--- config.mk ---
export PLATFORM = sky130hd
export DESIGN_NAME = riscv_writeback
export DESIGN_NICKNAME = d
export VERILOG_FILES = /design/src/rtl/riscv_defs.sv /design/src/rtl/riscv_wb_load_fmt.sv /design/src/rtl/riscv_writeback.sv
export SDC_FILE = /design/constraint.sdc
export NUM_CORES = 1
export LEC_CHECK = 0
export CAP_MARGIN = 20
export CORE_ASPECT_RATIO = 0.5
export CORE_MARGIN = 1
export CORE_UTILIZATION = 44
export DETAILED_ROUTE_END_ITERATION = 8
export PLACE_DENSITY_LB_ADDON = 0.05
export SLEW_MARGIN = 20
export SYNTH_ARGS = -nofsm -noshare
export SYNTH_HDL_FRONTEND = slang
export SYNTH_SLANG_ARGS = --single-unit
export TNS_END_PERCENT = 50
--- constraint.sdc ---
create_clock -name clk_i -period 2.9 [get_ports clk_i]
set_clock_uncertainty 0.15 [all_clocks]
set_input_delay 0.87 -clock clk_i [delete_from_list [all_inputs] [get_ports clk_i]]
set_output_delay 0.87 -clock clk_i [all_outputs]
set_load 0.02 [all_outputs]
--- src/rtl/riscv_defs.sv ---
// Shared widths, load funct3 encodings and the load-queue entry layout
// for the writeback slice.
package riscv_defs;

  localparam int unsigned REG_W = 5;
  localparam int unsigned XLEN  = 32;

  localparam logic [2:0] F3_LB  = 3'b000;
  localparam logic [2:0] F3_LH  = 3'b001;
  localparam logic [2:0] F3_LW  = 3'b010;
  localparam logic [2:0] F3_LBU = 3'b100;
  localparam logic [2:0] F3_LHU = 3'b101;

  typedef struct packed {
    logic [REG_W-1:0] rd;
    logic [2:0]       funct3;
    logic [1:0]       addr_lo;
  } ld_entry_t;

endpackage

--- src/rtl/riscv_wb_load_fmt.sv ---
// Combinational load data extractor: selects byte/half/word from an aligned
// memory word and applies sign or zero extension.
module riscv_wb_load_fmt
  import riscv_defs::*;
(
  input  logic [2:0]      funct3_i,
  input  logic [1:0]      addr_lo_i,
  input  logic [XLEN-1:0] data_i,
  output logic [XLEN-1:0] value_o,
  output logic            illegal_o
);

  logic [7:0]  byte_sel;
  logic [15:0] half_sel;

  assign byte_sel = 8'(data_i >> {addr_lo_i, 3'b000});
  assign half_sel = 16'(data_i >> {addr_lo_i[1], 4'b0000});

  always_comb begin
    value_o   = data_i;
    illegal_o = 1'b0;
    case (funct3_i)
      F3_LB:   value_o = {{(XLEN-8){byte_sel[7]}}, byte_sel};
      F3_LBU:  value_o = {{(XLEN-8){1'b0}}, byte_sel};
      F3_LH:   value_o = {{(XLEN-16){half_sel[15]}}, half_sel};
      F3_LHU:  value_o = {{(XLEN-16){1'b0}}, half_sel};
      F3_LW:   value_o = data_i;
      default: illegal_o = 1'b1;
    endcase
  end

endmodule

--- src/rtl/riscv_writeback.sv ---
// Writeback stage: arbitrates ALU results and in-order load responses onto the
// single regfile write port and tracks outstanding loads for hazard detection.
module riscv_writeback
  import riscv_defs::*;
#(
  parameter int unsigned LD_DEPTH = 2,
  parameter int unsigned LD_PTR_W = 1
) (
  input  logic             clk_i,
  input  logic             rst_i,
  input  logic             alu_valid_i,
  input  logic [REG_W-1:0] alu_rd_i,
  input  logic [XLEN-1:0]  alu_value_i,
  output logic             alu_ready_o,
  input  logic             ld_issue_i,
  input  logic [REG_W-1:0] ld_rd_i,
  input  logic [2:0]       ld_funct3_i,
  input  logic [1:0]       ld_addr_lo_i,
  output logic             ld_ready_o,
  input  logic             mem_rsp_valid_i,
  input  logic [XLEN-1:0]  mem_rsp_data_i,
  output logic [REG_W-1:0] wb_rd_o,
  output logic [XLEN-1:0]  wb_value_o,
  output logic [XLEN-1:0]  busy_mask_o,
  output logic             err_o
);

  localparam int unsigned CNT_W = LD_PTR_W + 1;

  ld_entry_t           q_mem [LD_DEPTH];
  logic [LD_PTR_W-1:0] rd_ptr_q;
  logic [LD_PTR_W-1:0] wr_ptr_q;
  logic [CNT_W-1:0]    count_q;
  logic                wb_is_load_q;

  logic                empty;
  logic                full;
  logic                push;
  logic                pop;
  ld_entry_t           head;
  logic [XLEN-1:0]     fmt_value;
  logic                fmt_illegal;

  assign empty       = (count_q == '0);
  assign full        = (count_q == CNT_W'(LD_DEPTH));
  assign push        = ld_issue_i && !full;
  assign pop         = mem_rsp_valid_i && !empty;
  assign ld_ready_o  = !full;
  // Memory cannot be stalled, so a load response always takes the write port.
  assign alu_ready_o = !pop;
  assign head        = q_mem[rd_ptr_q];

  riscv_wb_load_fmt u_load_fmt (
    .funct3_i  (head.funct3),
    .addr_lo_i (head.addr_lo),
    .data_i    (mem_rsp_data_i),
    .value_o   (fmt_value),
    .illegal_o (fmt_illegal)
  );

  always_ff @(posedge clk_i) begin
    if (rst_i) begin
      rd_ptr_q     <= '0;
      wr_ptr_q     <= '0;
      count_q      <= '0;
      wb_rd_o      <= '0;
      wb_value_o   <= '0;
      wb_is_load_q <= 1'b0;
      err_o        <= 1'b0;
    end else begin
      if (push) wr_ptr_q <= wr_ptr_q + LD_PTR_W'(1);
      if (pop)  rd_ptr_q <= rd_ptr_q + LD_PTR_W'(1);
      if (push && !pop)      count_q <= count_q + CNT_W'(1);
      else if (pop && !push) count_q <= count_q - CNT_W'(1);

      if (pop) begin
        wb_rd_o      <= head.rd;
        wb_value_o   <= fmt_value;
        wb_is_load_q <= 1'b1;
      end else if (alu_valid_i) begin
        wb_rd_o      <= alu_rd_i;
        wb_value_o   <= alu_value_i;
        wb_is_load_q <= 1'b0;
      end else begin
        wb_rd_o      <= '0;
        wb_is_load_q <= 1'b0;
      end

      if ((ld_issue_i && full) || (mem_rsp_valid_i && empty) || (pop && fmt_illegal))
        err_o <= 1'b1;
    end
  end

  // Queue payload storage needs no reset; validity comes from count_q.
  always_ff @(posedge clk_i) begin
    if (push) q_mem[wr_ptr_q] <= '{rd: ld_rd_i, funct3: ld_funct3_i, addr_lo: ld_addr_lo_i};
  end

  // Entry i is live when its distance from the read pointer is below count.
  always_comb begin
    logic [LD_PTR_W-1:0] off;
    busy_mask_o = '0;
    off         = '0;
    for (int unsigned i = 0; i < LD_DEPTH; i++) begin
      off = LD_PTR_W'(i) - rd_ptr_q;
      if (CNT_W'(off) < count_q) busy_mask_o[q_mem[i].rd] = 1'b1;
    end
    if (wb_is_load_q) busy_mask_o[wb_rd_o] = 1'b1;
    busy_mask_o[0] = 1'b0;
  end

endmodule
* Word-level counts from Yosys, hierarchy flattened *
Memories as Yosys holds them, arrays and structs flattened. A register that Yosys moved wholly into a read port is not among the register bits.
Index checks and enable logic that the tools add are counted.
Widths: inputs -> output; s select.

word-level totals
  output and inout port bits = 72
  RAM bits = 20
  logic and storage cells = 74
  input bits = 84
  register bits = 43
  memories kept = 1

cells by class
  $lt $le $gt $ge = 8
  shift operators = 2
  $add $sub $neg = 6
  bitwise gates (word level) = 2
  eq/ne operators = 5
  reduce and logical (&&, ||, !) cells = 21
  multiplexer cells = 22

memory list
  name   depth  bits a word  rd ports  clocked after Yosys merged registers in  write ports  line                   RTL
  q_mem  2      10           3         1                                        1            riscv_writeback.sv:30  ld_entry_t q_mem [LD_DEPTH];

operator list
  kind                 count
  $mux 32              5
  $pmux 32 s4          1
  $or 32x32->32        2
  $shr 32x5->16        1
  $shr 32x5->8         1
  $lt 5x6->1 const B   3
  $demux 1 s5          3
  $ge 5x1->1 const B   3
  $logic_and 1x1->1    10
  $mux 5               2
  $mux 1               9
  $eq 3x3->1 const B   2
  $reduce_or 5->1      1
  $logic_not 1->1      4
  $lt 1x2->1           2
  $mux 2               2
  $reduce_bool 2->1    2
  $eq 3x1->1 const B   1
  $eq 3x2->1 const B   1
  $logic_not 3->1      1
  $add 1x1->1 const B  2
  $add 2x1->2 const B  1
  $eq 2x2->1 const B   1
  $logic_not 2->1      1
  3 further kinds      5

* Longest topological paths before layout *
Gate-level depths: netlist of run 1.
An unclocked memory read counts as a cell.

  depth in word-level cells = 10
  mapped depth = 8
  mapped depth without buffers = 7

* By module *
Synthesis of run 1 repeated with hierarchy kept, for this count alone.

second synthesis, totals
  cell total of the unflattened synthesis = 482
  area, all modules = 4357.9 sq um

modules (own cells, without submodules)
  module             cells an instance  area an instance (sq um)  times used
  riscv_writeback    370                3659.8                    1
  riscv_wb_load_fmt  112                698.2                     1

* Worst setup path after synthesis of run 1 *
Ideal clock, no wire load.

  path kind = input to register
  from = in mem_rsp_valid_i
  to = reg count_q[1]
  data arrival time = 2.561 ns
  setup slack = 0.118 ns
  required time = 2.679 ns
  setup time = 0.071 ns
  stages = 6
  path buffers = 2
  cells stage by stage = o21ai_0 -> clkbuf_1 -> clkbuf_1 -> ha_1 -> or3_1 -> a21oi_1

between the ends
  word-level cells in the longest chain between the ends = 4
  elaborated cells between the ends (all ways) = 6
  classes of those cells = 1 x mux; 5 x reduce/logical

ends and longest elaborated chain
  what                                         line                   RTL
  from (decl)                                  riscv_writeback.sv:20  input logic mem_rsp_valid_i,
  $logic_and 1x1->1 *                          riscv_writeback.sv:47  assign pop = mem_rsp_valid_i && !empty;
  $logic_not 1->1 *                            -
  via alu_ready_o                              riscv_writeback.sv:14  output logic alu_ready_o,
  $logic_and 1x1->1 *                          riscv_writeback.sv:73  if (push && !pop) count_q <= count_q + CNT_W'(1);
  $mux 2 or $reduce_bool 2->1 (tied branches)  -
  to (signal assigned)                         riscv_writeback.sv:73
  to (signal assigned)                         riscv_writeback.sv:74  else if (pop && !push) count_q <= count_q - CNT_W'(1);
  to (decl)                                    riscv_writeback.sv:33  logic [CNT_W-1:0] count_q;

The timed path passes the listed nets; every way through them passes the cells marked *.
A chain may end at the register's enable or synchronous reset.

==> run summary, run 1 <==
Seq/Total Area, Yosys - 37.9%
Worst hold endpoint - wr_ptr_q
Mean Syn Cell Area - 9.75 sq um
Global Route Usage Sum - 27.4%
Placed Instances - 660
Root buf cell - clkbuf_16
CTS H-tree depth - 3
ANT nets after route - 0
Outcome - finished clean
Pin count of the biggest net entering global routing - 34
Hpwl dp - 9220 um
Die ar. - 0.00929 sq mm
Worst min path class - reg2reg
Setup WS pre-CTS - -182 ps
Post-route clock period utilization - 97.7%
Worst Tran Pin Value - 583 ps
Placer Congestion - 0.875
DRT Pass-1 Iters - 6
GR Overflow Total - 0
Worst min-delay path startpoint - wr_ptr_q
Slew HR - 61.0%
Antenna violations before repair - 0
Maximum vdd drop - 448 uV
Final worst slack - 66.3 ps
Vias per Instance - 5.95
Worst hold stages - 2
Critical Path Start Type - flip-flop
Number of nets in the layout - 648
Iter 0 DRT Violations - 274
Layout cells sized above 1 - 20.6%
Most frequent cells in the layout - clkdlybuf4s50_1 (121), dfxtp_1 (44), nand2_1 (36)
CTS max path bufs - 2
Sink Count - 64
Power per standard cell area - 730 mW/mm^2
Dpl cell area - 0.00567 sq mm
Number of flops mapped to enable cells by yosys - 20
Min Clock Period, post-route - 2830 ps
Clock Latency Late Sink - 330 ps
Final wirelength - 12600 um
Via count - 4043
Pins Over Slew Limit - 0
Leak - 0.00224 uW
DR DRC count - 0
FF+latch count, synth - 64
First-pass GRT wire length - 19300 um
Area leader, netlist - dfxtp_1
Antenna diodes - 0
Initial core utilization - 47.2%
Vias in the first global route - 3828
CP Class - reg2out
Worst-path fanout max - 8
Cell variety after synth - 50
CTS tree - done
Mapped Nets - 486
Chip width - 135 um
Fmax - 353 MHz
RR Endpoint - wb_value_o[30]
Top-Level Pins - 156
Post-layout instance area - 0.00592 sq mm
Reg clk slew, reported paths - 50 ps
Largest cells by area after synthesis - dfxtp_1 (23%), edfxtp_1 (15%), mux2_2 (10%), o221ai_1 (6.3%), a22oi_1 (5.8%)
Final Hold Viols - 0
Core Util, Final - 71.4%
Area Growth Syn to Fin - 51.4%
Async S/R FF share, synth - 0%
Synthesized instance count - 401
Non-Filler Instances - 679
Worst r2r path cells - 6
Unrepaired setup endpoints after global routing - true
Core ar. - 0.00829 sq mm
Min Hold Slack - 404 ps
Crit end category - output port
Final setup vio count - 0
CTS Buf Count - 9
# fillers - 648
YS warnings - 0
CP required - 1880 ps
Rows - 23
Buffers on Ports - 154
Most common cell after layout, fill and taps aside - clkdlybuf4s50_1
Worst endpoint data arrival time - 1810 ps
Top-area cell type share of the netlist area - 22.5%
Syn Std Cell Area - 0.00391 sq mm
Max-cap check violation count - 0
Top_reg_cell synth - dfxtp_1
R2R Setup Slk - 730 ps
Die height - 68.7 um
Routed len/inst - 18.6 um
layer usage:
layer	vias up	wire, um	GRT usage, %
li1	1917	-	-
met1	1913	5340	32.4
met2	204	6090	49.6
met3	9	1110	8.55
met4	0	70	6.32
met5	-	0	0
metrics by stage:
| step | TNS [ps] | power [uW] |
|---|---|---|
| after floorplan | 0 | 2430 |
| after global placement | -225 | 3180 |
| after detailed placement | -252 | 3210 |
| after CTS | -169 | 4320 |
| after global routing | -37.5 | 4530 |
| final | 0 | 4320 |
cell families (layout without fill, tap and decap cells):
logic type	count (synthesis)	after routing	share of synthesized area, %
other cells	1	1	0.0959
buf+inv	41	207	4.74
xor+xnor	4	4	0.896
fa+ha+maj	1	1	0.320
compound gates	134	134	25.8
mux	55	55	16.0
flops	64	64	37.9
simple gates	101	101	14.3
power breakdown:
part	internal, uW	total [uW]	leakage [uW]	switching, uW
clock network	739	1100	0.000147	364
registers	1130	1270	0.000551	139
logic	926	1950	0.00154	1020
total	2790	4320	0.00224	1530
area by class of cell:
cell class / instances / area (sq um) / share of cell area (%)
clock buffer: 10 / 229 / 3.87
clock inverter: 5 / 72.6 / 1.23
inverter: 5 / 18.8 / 0.317
multi-input combinational: 296 / 2270 / 38.3
sequential: 64 / 1480 / 25.0
tap: 112 / 140 / 2.37
timing repair buffer: 187 / 1710 / 28.9
flip-flops by register name, summed over array words and instances, names as in the netlist, named ones only:
name          flops
err_o             1
wr_ptr_q          1
wb_is_load_q      1
count_q           2
wb_value_o       32
q_mem            20
rd_ptr_q          1
wb_rd_o           5
repair_timing:
action	CTS	global route
resized for setup	72	38
hold buffers	0	0
buffers inserted	2	2
endpoints found under the setup margin	32	23
critical path, cell delays in order, from the launching register on:
cell      delay (ps)
edfxtp_1         490
or3b_2           560
o221ai_1         230
buf_2            200
synthesized netlist by cell type (2+ instances only):
library cell	count
a211oi_1	7
a21o_1	2
a21oi_1	6
a221oi_1	8
a22o_1	3
a22oi_1	30
a2bb2oi_1	6
a31oi_1	2
and3_1	3
and3b_1	5
buf_1	4
buf_2	7
buf_4	2
buf_6	2
clkbuf_1	21
dfxtp_1	44
edfxtp_1	20
inv_1	5
mux2_2	35
mux2i_1	17
nand2_1	36
nand2b_1	2
nand3_1	3
nand3b_1	10
nor2_1	18
nor3_1	2
nor3b_1	5
o211ai_1	5
o21ai_0	8
o21ai_1	2
o221ai_1	28
o22ai_1	22
or3_1	3
or3b_2	8
or4_1	3
xor2_1	3
worst max-delay path by stage:
stage,start,endpoint,slack (ps),cells after the start
after floorplan,mem_rsp_valid_i,count_q[1],120,6
after global placement,mem_rsp_valid_i,alu_ready_o,-170,3
after detailed placement,mem_rsp_valid_i,alu_ready_o,-180,3
after CTS,q_mem[1][9],busy_mask_o[10],-30,3
after global routing,rd_ptr_q,busy_mask_o[29],-40,5
final,q_mem[1][9],busy_mask_o[9],70,3
No activity file was read; power rests on OpenSTA's default activity.
==> inputs of run 2 (changes only) <==
==> constraint.sdc (replaced) <==
create_clock -name clk_i -period 3.06 [get_ports clk_i]
set_clock_uncertainty 0.15 [all_clocks]
set_input_delay 0.918 -clock clk_i [delete_from_list [all_inputs] [get_ports clk_i]]
set_output_delay 0.918 -clock clk_i [all_outputs]
set_load 0.02 [all_outputs]
==> run 2 against run 1 <==
Core utilization fell by 1.1 points. Worst hold slack lost 23 ps. Clock power shrank 14%. Power is 8.8% lower. Non-clock buffer count is 5 lower. Largest power group unchanged. Sequential cell count did not move. Final area fell by 1.5%. Register-to-register slack got worse by 30 ps. Largest cell class unchanged. Die area did not move. Via count is 0.42% lower. Count of clock-buffer cells in the layout grew 2. Combinational power shrank 9%.
==> run summary, run 2 (synthesis gave the netlist of run 1 again) <==
Non-Filler Instances - 675 (was 679)
Final wirelength - 12400 um (was 12600 um)
Unrepaired setup endpoints after global routing - true (unchanged)
Critical Path Start Type - flip-flop (unchanged)
Clock Latency Late Sink - 330 ps (about the same)
Vias per Instance - 5.96 (was 5.95)
Area Growth Syn to Fin - 49.2% (was 51.4%)
Antenna diodes - 0 (unchanged)
Worst min-delay path startpoint - wr_ptr_q (unchanged)
Worst path depth - 4 (was 3)
Sink Count - 64 (unchanged)
Outcome - finished clean (unchanged)
DR DRC count - 0 (unchanged)
Routed len/inst - 18.3 um (was 18.6 um)
Final Hold Viols - 0 (unchanged)
Leak - 0.00221 uW (was 0.00224 uW)
Core ar. - 0.00829 sq mm (unchanged)
Worst-path cell chain - a21o_1 -> or3b_2 -> o221ai_1 -> clkdlybuf4s15_1 (was or3b_2 -> o221ai_1 -> buf_2)
Slowest CP cell - or3b_2 (unchanged)
CTS max path bufs - 2 (unchanged)
GR Overflow Total - 0 (unchanged)
Number of nets in the layout - 643 (was 648)
Top-Level Pins - 156 (unchanged)
Post-route clock period utilization - 98.8%
WP buf/inv - 1 (unchanged)
Initial core utilization - 47.2% (unchanged)
Layout cells sized above 1 - 19.7% (was 20.6%)
CP required - 1990 ps (was 1880 ps)
Most common cell after layout, fill and taps aside - clkdlybuf4s50_1 (unchanged)
Max reg flops - 32 (unchanged)
Pin count of the biggest net entering global routing - 41 (was 34)
Placer Congestion - 0.848 (was 0.875)
Worst hold stages - 2 (unchanged)
Die height - 68.7 um (unchanged)
Most frequent cells in the layout - clkdlybuf4s50_1 (121), dfxtp_1 (44), nand2_1 (36) (unchanged)
First-pass GRT wire length - 18800 um (was 19300 um)
Slowest Stage Delay on Critical Path - 570 ps (was 560 ps)
Largest Register - wb_value_o (unchanged)
Fmax - 331 MHz
Max-cap check violation count - 0 (unchanged)
Worst min path class - reg2reg (unchanged)
Hpwl dp - 8890 um (was 9220 um)
Slew HR - 55.6% (was 61.0%)
CP Class - reg2out (unchanged)
Worst-path fanout max - 7 (was 8)
Antenna violations before repair - 0 (unchanged)
# hold bufs at CTS - 0 (unchanged)
Critical path origin - count_q[0] (was q_mem[1][9])
Maximum vdd drop - 340 uV (was 448 uV)
Placed Instances - 657 (was 660)
R2R Setup Slk - 700 ps (was 730 ps)
CTS tree - done (unchanged)
Power per standard cell area - 676 mW/mm^2 (was 730 mW/mm^2)
Vias in the first global route - 3763 (was 3828)
Largest regs - wb_value_o: 32 flops, q_mem: 20 flops, wb_rd_o: 5 flops (unchanged)
Iter 0 DRT Violations - 341 (was 274)
Global Route Usage Sum - 26.5% (was 27.4%)
Final setup vio count - 0 (unchanged)
Root buf cell - clkbuf_16 (unchanged)
Min Clock Period, post-route - 3020 ps
Worst endpoint data arrival time - 1960 ps (was 1810 ps)
Core Util, Final - 70.4% (was 71.4%)
Family with the most delay on the worst path - simple AND/OR/NAND/NOR gates (unchanged)
CTS Buf Count - 9 (unchanged)
ANT nets after route - 0 (unchanged)
Buffers on Ports - 154 (unchanged)
Chip width - 135 um (unchanged)
Die ar. - 0.00929 sq mm (unchanged)
DRT Pass-1 Iters - 5 (was 6)
Worst r2r path cells - 4 (was 6)
Worst Tran Pin Value - 663 ps (was 583 ps)
Via count - 4026 (was 4043)
Crit end category - output port (unchanged)
Min Hold Slack - 381 ps (was 404 ps)
Rows - 23 (unchanged)
CTS H-tree depth - 3 (unchanged)
Reg clk slew, reported paths - 50 ps (about the same)
Pins Over Slew Limit - 0 (unchanged)
[run 2: cell count changes in the layout (fill, tap and decap cells not counted), moves of 2 or more]
cell             delta
dlygate4sd2_1       +6
buf_2               -9
buf_4               -4
clkbuf_2            +8
clkinv_1            -2
clkinv_4            +2
or3b_2              +2
or3b_4              -2
clkdlybuf4s15_1     -4
bufinv_16           -2
[run 2: timing repair]
item / 4_1_cts / 5_1_grt
pin swaps: 0 / 0
endpoints found under the setup margin: 32 / 25
resized for setup: 35 / 55
setup buffers: 2 / 0
[run 2: per-stage QoR]
step | total power, uW | TNS [ps] | instance area, sq um | setup WS, ps
2_1_floorplan | 2310 | 0 | 3910 | 218
4_1_cts | 3930 | 0 | 5890 | 1.25
3_5_place_dp | 3000 | -118 | 5640 | -118
5_1_grt | 4130 | -11.2 | 5830 | -8.32
6_report | 3940 | 0 | 5830 | 35.7
3_3_place_gp | 2980 | -109 | 5640 | -109
[run 2: cell type report]
class                      instances  area (sq um)
clock inverter                     4          30.0
clock buffer                      12           246
sequential                        64          1480
fill                             670          2460
inverter                           5          18.8
multi-input combinational        296          2260
tap                              112           140
timing repair buffer             182          1660
[run 2: path summary, 6_finish.rpt]
| path | end |
|---|---|
| setup reg to reg | wb_value_o[12] |
| hold / removal | wr_ptr_q |
| hold reg to reg | wr_ptr_q |
| setup / recovery | busy_mask_o[24] |
[run 2: worst reg2reg max path, delay by kind of cell, from the launching register on]
family / cells / cell delay (ps)
AO/OA/AOI/OAI: 2 / 470
multiplexers: 2 / 970
flip-flops: 1 / 620
[run 2: report_power, final]
part	switching (uW)	internal, uW	total (uW)
combinational	939	843	1780
sequential	148	1070	1220
clock	371	571	942
[run 2: routing by layer]
layer  global-route usage [%]  part of all wire, %  wire length (um)
met1                     32.6                   42              5250
met2                     46.4                   46              5740
met3                     7.09                   10              1240
met4                     7.72                  1.2               149
met5                        0                    0                 0
==> inputs of run 3 (changes only) <==
==> constraint.sdc (replaced) <==
create_clock -name clk_i -period 2.9 [get_ports clk_i]
set_clock_uncertainty 0.15 [all_clocks]
set_input_delay 0.87 -clock clk_i [delete_from_list [all_inputs] [get_ports clk_i]]
set_output_delay 0.87 -clock clk_i [all_outputs]
set_load 0.02 [all_outputs]
==> results of run 3 <==
No change in the layout: final DEF, timing and power equal those of run 1.
